===== src/rtl/multicycle_control.sv =====
// Multi-cycle RV32I control unit: sequences fetch/decode/execute/writeback for
// lw, sw, R-type, I-type ALU, beq and jal, and drives the datapath controls.
// Memory accesses use a req/ready handshake with an optional timeout that
// parks the FSM in HALT with a sticky bus_err.
module multicycle_control #(
  parameter int ALU_W    = 3,
  parameter int MAX_WAIT = 0,
  parameter int CNT_W    = 8
) (
  input  logic             clk,
  input  logic             rst_n,
  input  logic [6:0]       op_code,
  input  logic [2:0]       func3,
  input  logic [6:0]       func7,
  input  logic             zero,
  input  logic             mem_ready,
  output logic             mem_req,
  output logic             mem_write,
  output logic             adr_src,
  output logic             ir_write,
  output logic             pc_write,
  output logic             reg_write,
  output logic [2:0]       imm_type,
  output logic [1:0]       alu_src_a,
  output logic [1:0]       alu_src_b,
  output logic [1:0]       result_src,
  output logic [ALU_W-1:0] alu_control,
  output logic             illegal,
  output logic             bus_err
);

  typedef enum logic [3:0] {
    S_FETCH, S_DECODE, S_MEM_ADDR, S_MEM_READ, S_MEM_WB, S_MEM_WRITE,
    S_EXEC_R, S_EXEC_I, S_ALU_WB, S_BRANCH, S_JAL, S_HALT
  } state_t;

  localparam logic [6:0] OP_LW   = 7'b0000011;
  localparam logic [6:0] OP_SW   = 7'b0100011;
  localparam logic [6:0] OP_R    = 7'b0110011;
  localparam logic [6:0] OP_I    = 7'b0010011;
  localparam logic [6:0] OP_BEQ  = 7'b1100011;
  localparam logic [6:0] OP_JAL  = 7'b1101111;

  localparam logic [ALU_W-1:0] ALU_ADD = ALU_W'(3'b000);
  localparam logic [ALU_W-1:0] ALU_SUB = ALU_W'(3'b001);
  localparam logic [ALU_W-1:0] ALU_AND = ALU_W'(3'b010);
  localparam logic [ALU_W-1:0] ALU_OR  = ALU_W'(3'b011);
  localparam logic [ALU_W-1:0] ALU_SLT = ALU_W'(3'b101);

  localparam logic [2:0] IMM_I = 3'b000;
  localparam logic [2:0] IMM_S = 3'b001;
  localparam logic [2:0] IMM_B = 3'b010;

  // Count value at which one more un-ready cycle means a timeout.
  localparam int              LIM_INT = (MAX_WAIT > 0) ? MAX_WAIT - 1 : 0;
  localparam logic [CNT_W-1:0] WAIT_LIM = CNT_W'(LIM_INT);

  state_t           state_q, state_d;
  logic [CNT_W-1:0] cnt_q;
  logic             bus_err_q;
  logic             req_int;
  logic             timeout;
  logic             unused_func7;

  // Only func7[5] distinguishes sub from add in the supported subset.
  assign unused_func7 = ^{func7[6], func7[4:0]};

  function automatic logic [ALU_W-1:0] alu_dec(input logic [2:0] f3, input logic is_sub);
    logic [ALU_W-1:0] code;
    case (f3)
      3'b000:  code = is_sub ? ALU_SUB : ALU_ADD;
      3'b111:  code = ALU_AND;
      3'b110:  code = ALU_OR;
      3'b010:  code = ALU_SLT;
      default: code = ALU_ADD;
    endcase
    return code;
  endfunction

  // Request is raised by the memory-access states, independent of reset gating.
  assign req_int = (state_q == S_FETCH) || (state_q == S_MEM_READ) ||
                   (state_q == S_MEM_WRITE);

  // A ready arriving in the last allowed cycle takes precedence over timeout.
  assign timeout = (MAX_WAIT != 0) && req_int && !mem_ready && (cnt_q == WAIT_LIM);

  // Next-state selection; a timeout overrides the normal sequence.
  always_comb begin
    state_d = state_q;
    case (state_q)
      S_FETCH:     if (mem_ready) state_d = S_DECODE;
      S_DECODE: begin
        case (op_code)
          OP_LW, OP_SW: state_d = S_MEM_ADDR;
          OP_R:         state_d = S_EXEC_R;
          OP_I:         state_d = S_EXEC_I;
          OP_BEQ:       state_d = S_BRANCH;
          OP_JAL:       state_d = S_JAL;
          default:      state_d = S_FETCH;
        endcase
      end
      S_MEM_ADDR:  state_d = (op_code == OP_LW) ? S_MEM_READ : S_MEM_WRITE;
      S_MEM_READ:  if (mem_ready) state_d = S_MEM_WB;
      S_MEM_WRITE: if (mem_ready) state_d = S_FETCH;
      S_MEM_WB:    state_d = S_FETCH;
      S_EXEC_R:    state_d = S_ALU_WB;
      S_EXEC_I:    state_d = S_ALU_WB;
      S_ALU_WB:    state_d = S_FETCH;
      S_BRANCH:    state_d = S_FETCH;
      S_JAL:       state_d = S_FETCH;
      S_HALT:      state_d = S_HALT;
      default:     state_d = S_FETCH;
    endcase
    if (timeout) state_d = S_HALT;
  end

  // State, wait counter and sticky bus error; the counter restarts on every state change.
  always_ff @(posedge clk or negedge rst_n) begin
    if (!rst_n) begin
      state_q   <= S_FETCH;
      cnt_q     <= '0;
      bus_err_q <= 1'b0;
    end else begin
      state_q <= state_d;
      if (state_d != state_q)
        cnt_q <= '0;
      else if (req_int && !mem_ready)
        cnt_q <= cnt_q + 1'b1;
      if (timeout) bus_err_q <= 1'b1;
    end
  end

  // Output decode from the current state; everything is forced low while in reset.
  always_comb begin
    mem_req     = 1'b0;
    mem_write   = 1'b0;
    adr_src     = 1'b0;
    ir_write    = 1'b0;
    pc_write    = 1'b0;
    reg_write   = 1'b0;
    imm_type    = IMM_I;
    alu_src_a   = 2'b00;
    alu_src_b   = 2'b00;
    result_src  = 2'b00;
    alu_control = ALU_ADD;
    illegal     = 1'b0;
    bus_err     = bus_err_q;
    if (rst_n) begin
      case (state_q)
        S_FETCH: begin
          mem_req    = 1'b1;
          alu_src_b  = 2'b10;
          result_src = 2'b10;
          ir_write   = mem_ready;
          pc_write   = mem_ready;
        end
        S_DECODE: begin
          alu_src_a = 2'b01;
          alu_src_b = 2'b01;
          imm_type  = IMM_B;
          illegal   = !(op_code inside {OP_LW, OP_SW, OP_R, OP_I, OP_BEQ, OP_JAL});
        end
        S_MEM_ADDR: begin
          alu_src_a = 2'b10;
          alu_src_b = 2'b01;
          imm_type  = (op_code == OP_LW) ? IMM_I : IMM_S;
        end
        S_MEM_READ: begin
          mem_req = 1'b1;
          adr_src = 1'b1;
        end
        S_MEM_WRITE: begin
          mem_req   = 1'b1;
          mem_write = 1'b1;
          adr_src   = 1'b1;
        end
        S_MEM_WB: begin
          result_src = 2'b01;
          reg_write  = 1'b1;
        end
        S_EXEC_R: begin
          alu_src_a   = 2'b10;
          alu_src_b   = 2'b00;
          alu_control = alu_dec(func3, func7[5]);
        end
        S_EXEC_I: begin
          alu_src_a   = 2'b10;
          alu_src_b   = 2'b01;
          imm_type    = IMM_I;
          alu_control = alu_dec(func3, 1'b0);
        end
        S_ALU_WB: begin
          result_src = 2'b00;
          reg_write  = 1'b1;
        end
        S_BRANCH: begin
          alu_src_a   = 2'b10;
          alu_src_b   = 2'b00;
          alu_control = ALU_SUB;
          pc_write    = zero;
        end
        S_JAL: begin
          alu_src_a = 2'b01;
          alu_src_b = 2'b10;
          pc_write  = 1'b1;
          reg_write = 1'b1;
        end
        default: ;
      endcase
    end
  end

endmodule


===== config.mk =====
export PLATFORM = sky130hd
export DESIGN_NAME = multicycle_control
export DESIGN_NICKNAME = d
export VERILOG_FILES = /design/src/rtl/multicycle_control.sv
export SDC_FILE = /design/constraint.sdc
export NUM_CORES = 1
export LEC_CHECK = 0
export ABC_AREA = 1
export BUFFER_PORTS_ARGS = -buffer_cell sky130_fd_sc_hd__buf_2
export CAP_MARGIN = 20
export CORE_MARGIN = 2
export CORE_UTILIZATION = 30
export DETAILED_ROUTE_END_ITERATION = 16
export PLACE_DENSITY = 0.72
export SYNTH_ARGS = -nofsm -noshare
export SYNTH_HDL_FRONTEND = slang
export SYNTH_SLANG_ARGS = --single-unit

===== constraint.sdc =====
create_clock -name clk -period 1.4 [get_ports clk]
set_input_delay 0.14 -clock clk [delete_from_list [all_inputs] [get_ports clk]]
set_output_delay 0.14 -clock clk [all_outputs]
set_load 0.03 [all_outputs]

After elaboration in Yosys (flattened, before gate mapping)
Cells that the tools add are included.
{"block": "word_totals", "ff_bits": 4, "output_inout_bits": 20, "in_bits": 21}
{"block": "classes", "eq_ne": 23, "n_mux": 34, "reduce_logical": 14}
{"op": "4-bit one-hot mux with 7 select lines", "count": 1}
{"op": "4-bit one-hot mux with 5 select lines", "count": 1}
{"op": "3-bit one-hot mux with 3 select lines", "count": 2}
{"op": "4-bit by 3-bit == test with 1-bit output, second input constant", "count": 4}
{"op": "4-bit == test, second input constant", "count": 4}
{"op": "2-bit one-hot mux with 2 select lines", "count": 4}
{"op": "1-bit two-way mux", "count": 15}
{"op": "7-bit by 6-bit == test with 1-bit output, second input constant", "count": 2}
{"op": "7-bit == test, second input constant", "count": 2}
{"op": "4-bit two-way mux", "count": 3}
{"op": "3-bit one-hot mux with 4 select lines", "count": 1}
{"op": "2-bit OR reduction", "count": 5}
{"op": "3-bit OR reduction", "count": 3}
{"op": "4-bit by 2-bit == test with 1-bit output, second input constant", "count": 2}
{"op": "2-bit two-way mux", "count": 4}
{"op": "7-bit by 2-bit == test with 1-bit output, second input constant", "count": 1}
{"op": "7-bit by 5-bit == test with 1-bit output, second input constant", "count": 1}
{"op": "3-bit == test, second input constant", "count": 2}
{"op": "3-bit two-way mux", "count": 2}
{"op": "2-bit != test, second input constant", "count": 3}
{"op": "6-bit nonzero test", "count": 1}
{"op": "4-bit by 1-bit == test with 1-bit output, second input constant", "count": 1}
{"op": "4-bit logical NOT", "count": 1}
{"op": "4-bit OR reduction", "count": 1}
{"op": "5 further kinds", "count": 5}

Depth between registers and ports, before layout
Gate-level depths: netlist of run 1.
{"block": "depth", "ltp_word": 5, "mapped_depth": 8, "mapped_depth_nobuf": 8}

Worst setup path before layout of run 1
No wires, ideal clock.
{"block": "synth_path", "path_type": "register -> output", "startpoint": "reg state_q[3]", "endpoint": "out alu_control[2]", "arrival_time_ns": 1.595, "path_stages_with_launch": 4, "required_time_ns": 1.260, "path_slack_ns": -0.335, "path_buffers": 0, "cell_sequence": "dfrtp_1 nor2_4 nand2_1 nor4_1"}
{"block": "synth_via", "elab_chain_cells": 3}
{"item": "from (decl)", "line": "58", "rtl": "state_t state_q, state_d;"}
{"item": "from (signal assigned)", "line": "124", "rtl": "state_q <= state_d;"}
{"item": "4-bit == test / 4-bit by 3-bit == test with 1-bit output (equally long branches)", "line": "149", "rtl": "case (state_q)"}
{"item": "3-bit one-hot mux with 3 select lines (*)", "line": "149"}
{"item": "3-bit two-way mux (*)", "line": "148", "rtl": "if (rst_n) begin"}
{"item": "to (decl)", "line": "27", "rtl": "output logic [ALU_W-1:0] alu_control,"}
Every way passes the cells marked *; elsewhere a longest branch is shown, timed or not.

Final worst setup path of run 1
{"block": "layout_path", "startpoint": "reg state_q[2]", "endpoint": "out alu_src_b[1]"}
{"block": "layout_via", "elab_chain_cells": 4}
{"item": "4-bit by 3-bit == test with 1-bit output (tied with other cells)", "line": "149"}
{"item": "3-bit OR reduction (no source line) / 2-bit OR reduction (equally long branches)"}
{"item": "2-bit one-hot mux with 2 select lines (*)", "line": "149"}
{"item": "2-bit two-way mux (*)", "line": "148"}
{"item": "to (decl)", "line": "25", "rtl": "output logic [1:0] alu_src_b,"}
Marked as above.

==> results of run 1 <==
==> repair_timing <==
item / CTS / global route
pin swaps: 3 / 2
endpoints found under the setup margin: 18 / 19
buffers inserted: 7 / 1
hold buffers: 1 / 0
endpoints found under the hold margin: 4 / 0
resized for setup: 43 / 15
==> worst min-delay path, cell delays in order <==
cell and delay (ps):
buf_2 80, inv_1 80, nand2_2 100, o21ai_1 60
==> kinds of logic (layout without fill, tap and decap cells) <==
kind of cell	Yosys count	in the layout	synth area share
flip-flops	4	4	0.162
AO/OA/AOI/OAI	15	15	0.141
AND/OR/NAND/NOR	68	68	0.531
buffers and inverters	24	72	0.160
other	1	2	0.00605
==> per-stage QoR <==
stage | std cells | power [W] | setup WS, ps
finish | 188 | 0.00135 | -204
global route | 188 | 0.00144 | -263
CTS | 187 | 0.00128 | -165
detailed placement | 176 | 0.000927 | -13.7
global placement | 176 | 0.000912 | -13.6
floorplan | 113 | 0.000697 | -4.79
==> power breakdown <==
part           switching, W  internal, W
Sequential        0.0000285     0.000137
Clock             0.0000492    0.0000960
Combinational      0.000598     0.000443
==> cell type report <==
type | instances | area [um^2] | share of cell area
Tap cell | 27 | 33.8 | 0.0280
Multi-Input combinational cell | 85 | 563 | 0.467
Inverter | 21 | 81.3 | 0.0675
Sequential cell | 4 | 103 | 0.0851
Timing Repair Buffer | 48 | 402 | 0.333
Clock buffer | 3 | 22.5 | 0.0187
==> final timing paths <==
kind / start / endpoint / slack (ps)
setup / recovery: state_q[2]$_DFFE_PN0P_ / alu_src_b[1] / -200
hold / removal: mem_ready / state_q[0]$_DFFE_PN0P_ / 260
setup reg to reg: state_q[1]$_DFFE_PN0P_ / state_q[2]$_DFFE_PN0P_ / 60
hold reg to reg: state_q[1]$_DFFE_PN0P_ / state_q[3]$_DFFE_PN0P_ / 700
max in group asynchronous: rst_n / state_q[3]$_DFFE_PN0P_ / 830
min in group asynchronous: rst_n / state_q[0]$_DFFE_PN0P_ / 390
==> per-layer routing <==
layer,wire length (um),vias to the layer above
met5,0,-
met3,100,6
li1,-,453
met2,1170,39
met1,873,412
met4,60,0
==> placed cells by master, fill, tap and decap left out <==
| cell | Yosys | final |
|---|---|---|
| o21bai_1 | 1 | 1 |
| nand3_1 | 10 | 10 |
| clkinv_1 | 1 | 1 |
| nor2_1 | 20 | 12 |
| o22ai_2 | 0 | 1 |
| nor2_4 | 3 | 7 |
| clkbuf_4 | 0 | 3 |
| buf_4 | 2 | 18 |
| a31oi_2 | 0 | 3 |
| nand2_1 | 23 | 19 |
| nor2_2 | 1 | 5 |
| nand2_8 | 0 | 1 |
| and3_4 | 0 | 1 |
| nand3_2 | 1 | 1 |
| nand2_4 | 1 | 2 |
| inv_2 | 3 | 4 |
| a21oi_4 | 0 | 1 |
| buf_2 | 1 | 14 |
| inv_1 | 17 | 15 |
| a21oi_1 | 6 | 3 |
| nand2_2 | 5 | 7 |
| a21oi_2 | 0 | 2 |
| nor4_2 | 0 | 1 |
| buf_12 | 0 | 2 |
| o21ai_2 | 1 | 1 |
| buf_6 | 0 | 13 |
| o21ai_0 | 1 | 1 |
| nand4_1 | 2 | 2 |
| o21ai_1 | 1 | 1 |
| inv_4 | 0 | 1 |
| dfrtp_2 | 0 | 2 |
| dlygate4sd3_1 | 0 | 1 |
| conb_1 | 1 | 2 |
| a31oi_4 | 0 | 1 |
| dfrtp_1 | 4 | 2 |
==> metrics, run 1 <==
Sink Count 4; critical path's top delay family flip-flops; area share of the leading cell type in the synthesized netlist 0.162; most flop-heavy register state_q; Std-Cell Rows 16; Min Clock Period, post-route 1600 ps; worst skew pair latency between 200 and 250 ps; # setup viols final 18; Most Crowded Layer GR met2; drt first pass iters 4; Cell Area, Synth between 600 and 700 um^2; Seq/Total Area, Yosys 0.162; power density over the cells 1120 nW/um^2; hold_ws 260 ps; peak per-stage delay on the critical path about 410 ps; Die Width 49.4 um; Worst Hold Class input pin to flip-flop; Detailed Place HPWL 1450 um; CTS tree yes; CORE AREA between 1500 and 2000 um^2; cell area after layout 1200 um^2; Buffers & Inverters on Critical Path 3; GR Util All Layers 0.185; port bufs 32; status complete, but fails checks; cell depth of the worst flop-to-flop path 9; Top Ports 41; cell with the most instances after synthesis nand2_1; met2 Use GR 0.349; Layout Skew around 1.1 ps; htree depth 1; Via density around 4.8; Crit path depth 6; CP endpoint kind output pin; CP max stage cell dfrtp_1; synth top area cells dfrtp_1 (16%), nand2_1 (14%), nor2_1 (12%); Synth cell types 25; Num CTS Buffers 3; Req. time, crit path 1260 ps; Die Area roughly 2400 um^2; vias in the first global route slightly below 900; crit path max fanout 3; initial antenna violation count 0; Slew Viols, Final 0; main flop type after synthesis dfrtp_1; clock-pin slew on the worst setup and hold paths 40 ps; ys async rst share 1.00; setup_tns -2470 ps; final period utilization 1.15; DRT iter0 DRCs 11; share of layout cells above drive strength 1 0.565; Setup CP Type flip-flop to output pin; cell taking the most area after synthesis dfrtp_1; M1 GR Usage 0.214; Final ANT Viol Nets 0; root buf cell clkbuf_4; worst path arrival time 1460 ps; count of final hold-check violations 0; WL/cell between 10 and 15 um; violations in the final reports negative setup slack; first-pass GRT wire length 3610 um; die height just under 50 um; DRC 0; Syn-to-layout area delta 94.5%; MaxCap Viol Count 0; worst setup margin -204 ps; DP Area ~910 um^2; Starting Density 0.316; synth cell count leaders nand2_1 (23), nor2_1 (20), inv_1 (17); Post-Route WL between 2000 and 2500 um; Post-Syn Instances 112; Longest Clk Path Bufs 2; number of flip-flops in the largest register 4; via count roughly 900; fill count ~180; grt ovf 0; met3 Use GR 0.00920; WHS Path Cells 4; GP Congestion 0.827; fin util 0.614; antenna cell count 0; fmax 623 MHz; largest registers state_q (4); unrepaired setup endpoints after global routing yes; number of synthesized flops with an enable pin 0; Crit path top cell by count inv_2; largest net degree at the start of global routing 10; Cell Chain, Critical Path inv_2, nand2_2, nor2_2, inv_2, a21oi_2, buf_6; post-layout net count approximately 180; Synthesis Warnings 0; Pleak 0.569 nW; Startpoint Class flip-flop; average cell area after synthesis 5.53 um^2; number of synthesized register bits 4; VDD IR max 0.000603 V
Power figures use the tool's default switching activity.
==> inputs of run 2 (changes only) <==
Settings changed: CORE_UTILIZATION 30 to 40, PLACE_DENSITY 0.72 to 0.88.
==> run 2 against run 1 <==
Against the previous run:
- the run still ends with negative setup slack left
- setup slack lost 43 ps
- routed wire length grew 26%
- first-iteration DRC count grew to 3.8 times the previous value
- die area shrank 23%
- cell count fell by 4.8%
- sequential power barely moved
- utilization up 20 points
- largest power group unchanged
- highest routed layer unchanged
==> metrics, run 2 (synthesized netlist as in run 1, its figures left out) <==
status complete, but fails checks (unchanged); violations in the final reports negative setup slack (unchanged); grt ovf 0 (unchanged); highest-count cells in the layout ignoring fill and taps buf_4 (19), nand2_1 (17), buf_2 (15), buf_6 (15), inv_1 (11) (was nand2_1 (19), buf_4 (18), inv_1 (15)); share of layout cells above drive strength 1 0.626 (was 0.565); Critical Path End alu_control[0] (was alu_src_b[1]); met3 WL 187 um (was 100 um); r2r setup slk 40 ps (was 60 ps); final period utilization 1.18 (was 1.15); drt first pass iters 4 (unchanged); CORE AREA 1470 um^2 (was 1960 um^2); hold_ws 298 ps (was 260 ps); worst skew pair latency 250 ps (was 240 ps); port bufs 32 (unchanged); Setup crit start state_q[3]$_DFFE_PN0P_ (was state_q[2]$_DFFE_PN0P_); met2 WL 1510 um (was 1170 um); GP Congestion 0.846 (was 0.827); Die Width 43.4 um (was 49.4 um); power density over the cells 1260 nW/um^2 (was 1120 nW/um^2); peak per-stage delay on the critical path 460 ps (was 410 ps); # setup viols final 18 (unchanged); root buf cell clkbuf_4 (unchanged); most flop-heavy register state_q (unchanged); R2R Path Start state_q[1]$_DFFE_PN0P_ (unchanged); Setup CP Type flip-flop to output pin (unchanged); htree depth 1 (unchanged); non-filler instance count after layout 179 (was 188); Worst Hold Class input pin to flip-flop (unchanged); # placed instances 166 (was 176); WL/cell 15.5 um (was 11.7 um); Starting Density 0.421 (was 0.316); DRT iter0 DRCs 42 (was 11); crit path max fanout 6 (was 3); Crit path top cell by count nor2_2 (was inv_2); Detailed Place HPWL 1480 um (was 1450 um); vias in the first global route 868 (was 875); die height 43.4 um (was 49.4 um); Post-Route WL 2780 um (was 2210 um); CP endpoint kind output pin (unchanged); first-pass GRT wire length 3480 um (was 3610 um); cell area after layout 1200 um^2 (about the same); initial antenna violation count 0 (unchanged); Slew Viols, Final 0 (unchanged); via count 975 (was 910); Startpoint Class flip-flop (unchanged); Die Area 1880 um^2 (was 2440 um^2); number of flip-flops in the largest register 4 (unchanged); clock-pin slew on the worst setup and hold paths 40 ps (about the same); Pleak 0.592 nW (was 0.569 nW); Top Ports 41 (unchanged); Syn-to-layout area delta 93.5% (was 94.5%); CTS tree yes (unchanged); setup_tns -3080 ps (was -2470 ps); commonest non-fill, non-tap cell in the layout buf_4 (was nand2_1); VDD IR max 0.00106 V (was 0.000603 V); Num CTS Buffers 3 (unchanged); antenna cell count 0 (unchanged); Met1 Routed Length 1000 um (was 873 um); MaxCap Viol Count 0 (unchanged); Req. time, crit path 1260 ps (about the same); count of final hold-check violations 0 (unchanged); Std-Cell Rows 14 (was 16); Via density 5.45 (was 4.84); post-layout net count 186 (was 184); fmax 607 MHz (was 623 MHz); largest net degree at the start of global routing 14 (was 10); Min Clock Period, post-route 1650 ps (was 1600 ps); DRC 0 (unchanged); Final ANT Viol Nets 0 (unchanged); cell depth of the worst flop-to-flop path 9 (unchanged); Layout Skew 2.89 ps (was 1.14 ps); DP Area 892 um^2 (was 911 um^2); Cell Chain, Critical Path nor2_4, nand4_1, nor2_2, nor2_2, nor2_2, buf_6 (was inv_2, nand2_2, nor2_2, inv_2, a21oi_2, buf_6); Longest Clk Path Bufs 2 (unchanged); worst path arrival time 1510 ps (was 1460 ps); largest registers state_q (4) (unchanged); Sink Count 4 (unchanged); GR Util All Layers 0.245 (was 0.185); R2R Path End state_q[0]$_DFFE_PN0P_ (was state_q[2]$_DFFE_PN0P_); highest layer used for signal routing met4 (unchanged); unrepaired setup endpoints after global routing yes (unchanged); Tot Pwr 0.00151 W (was 0.00135 W); worst setup margin -247 ps (was -204 ps); CP max stage cell dfrtp_2 (was dfrtp_1)
[run 2: critical path: cells and delay by family (launching register included)]
kind                   cells  cell delay, ps
buffers and inverters      1             140
flip-flops                 1             460
AND/OR/NAND/NOR            5             660
[run 2: stage by stage]
step / setup WS [ps] / utilization
after global routing: -284 / 0.815
after global placement: 29.9 / 0.606
after CTS: -173 / 0.720
after detailed placement: -45.2 / 0.606
final: -247 / 0.815
after floorplan: -4.79 / -
[run 2: final cells by class]
type                       count  area, um^2
multi-input combinational     85         576
timing repair buffer          50         397
fill                          83         273
sequential                     4         103
inverter                      21        81.3
clock buffer                   3        22.5
tap                           16        20.0
[run 2: power by group]
group	total, W	switching, W	internal, W
registers	0.000166	0.0000293	0.000136
clock network	0.000163	0.0000656	0.0000971
logic	0.00118	0.000673	0.000507
total	0.00151	0.000768	0.000741
[run 2: how the worst min path moves through the flow]
stage / startpoint / endpoint / depth (start not counted)
floorplan: rst_n / state_q[0]$_DFFE_PN0P_ / 0
global placement: rst_n / state_q[0]$_DFFE_PN0P_ / 1
detailed placement: rst_n / state_q[3]$_DFFE_PN0P_ / 1
CTS: mem_ready / state_q[0]$_DFFE_PN0P_ / 4
global route: mem_ready / state_q[0]$_DFFE_PN0P_ / 4
finish: mem_ready / state_q[0]$_DFFE_PN0P_ / 4
[run 2: routing by layer]
metal | global-route usage | vias up
met2 | 0.451 | 68
met3 | 0.0167 | 10
met5 | 0 | -
li1 | - | 456
met4 | 0.164 | 0
met1 | 0.264 | 441
[run 2: what timing repair did]
action	CTS	global route
hold endpoints to repair	4	0
hold buffers	1	0
pin swaps	6	9
buffers inserted	4	5
gates cloned	0	0
resized for setup	38	31
endpoints found under the setup margin	18	19
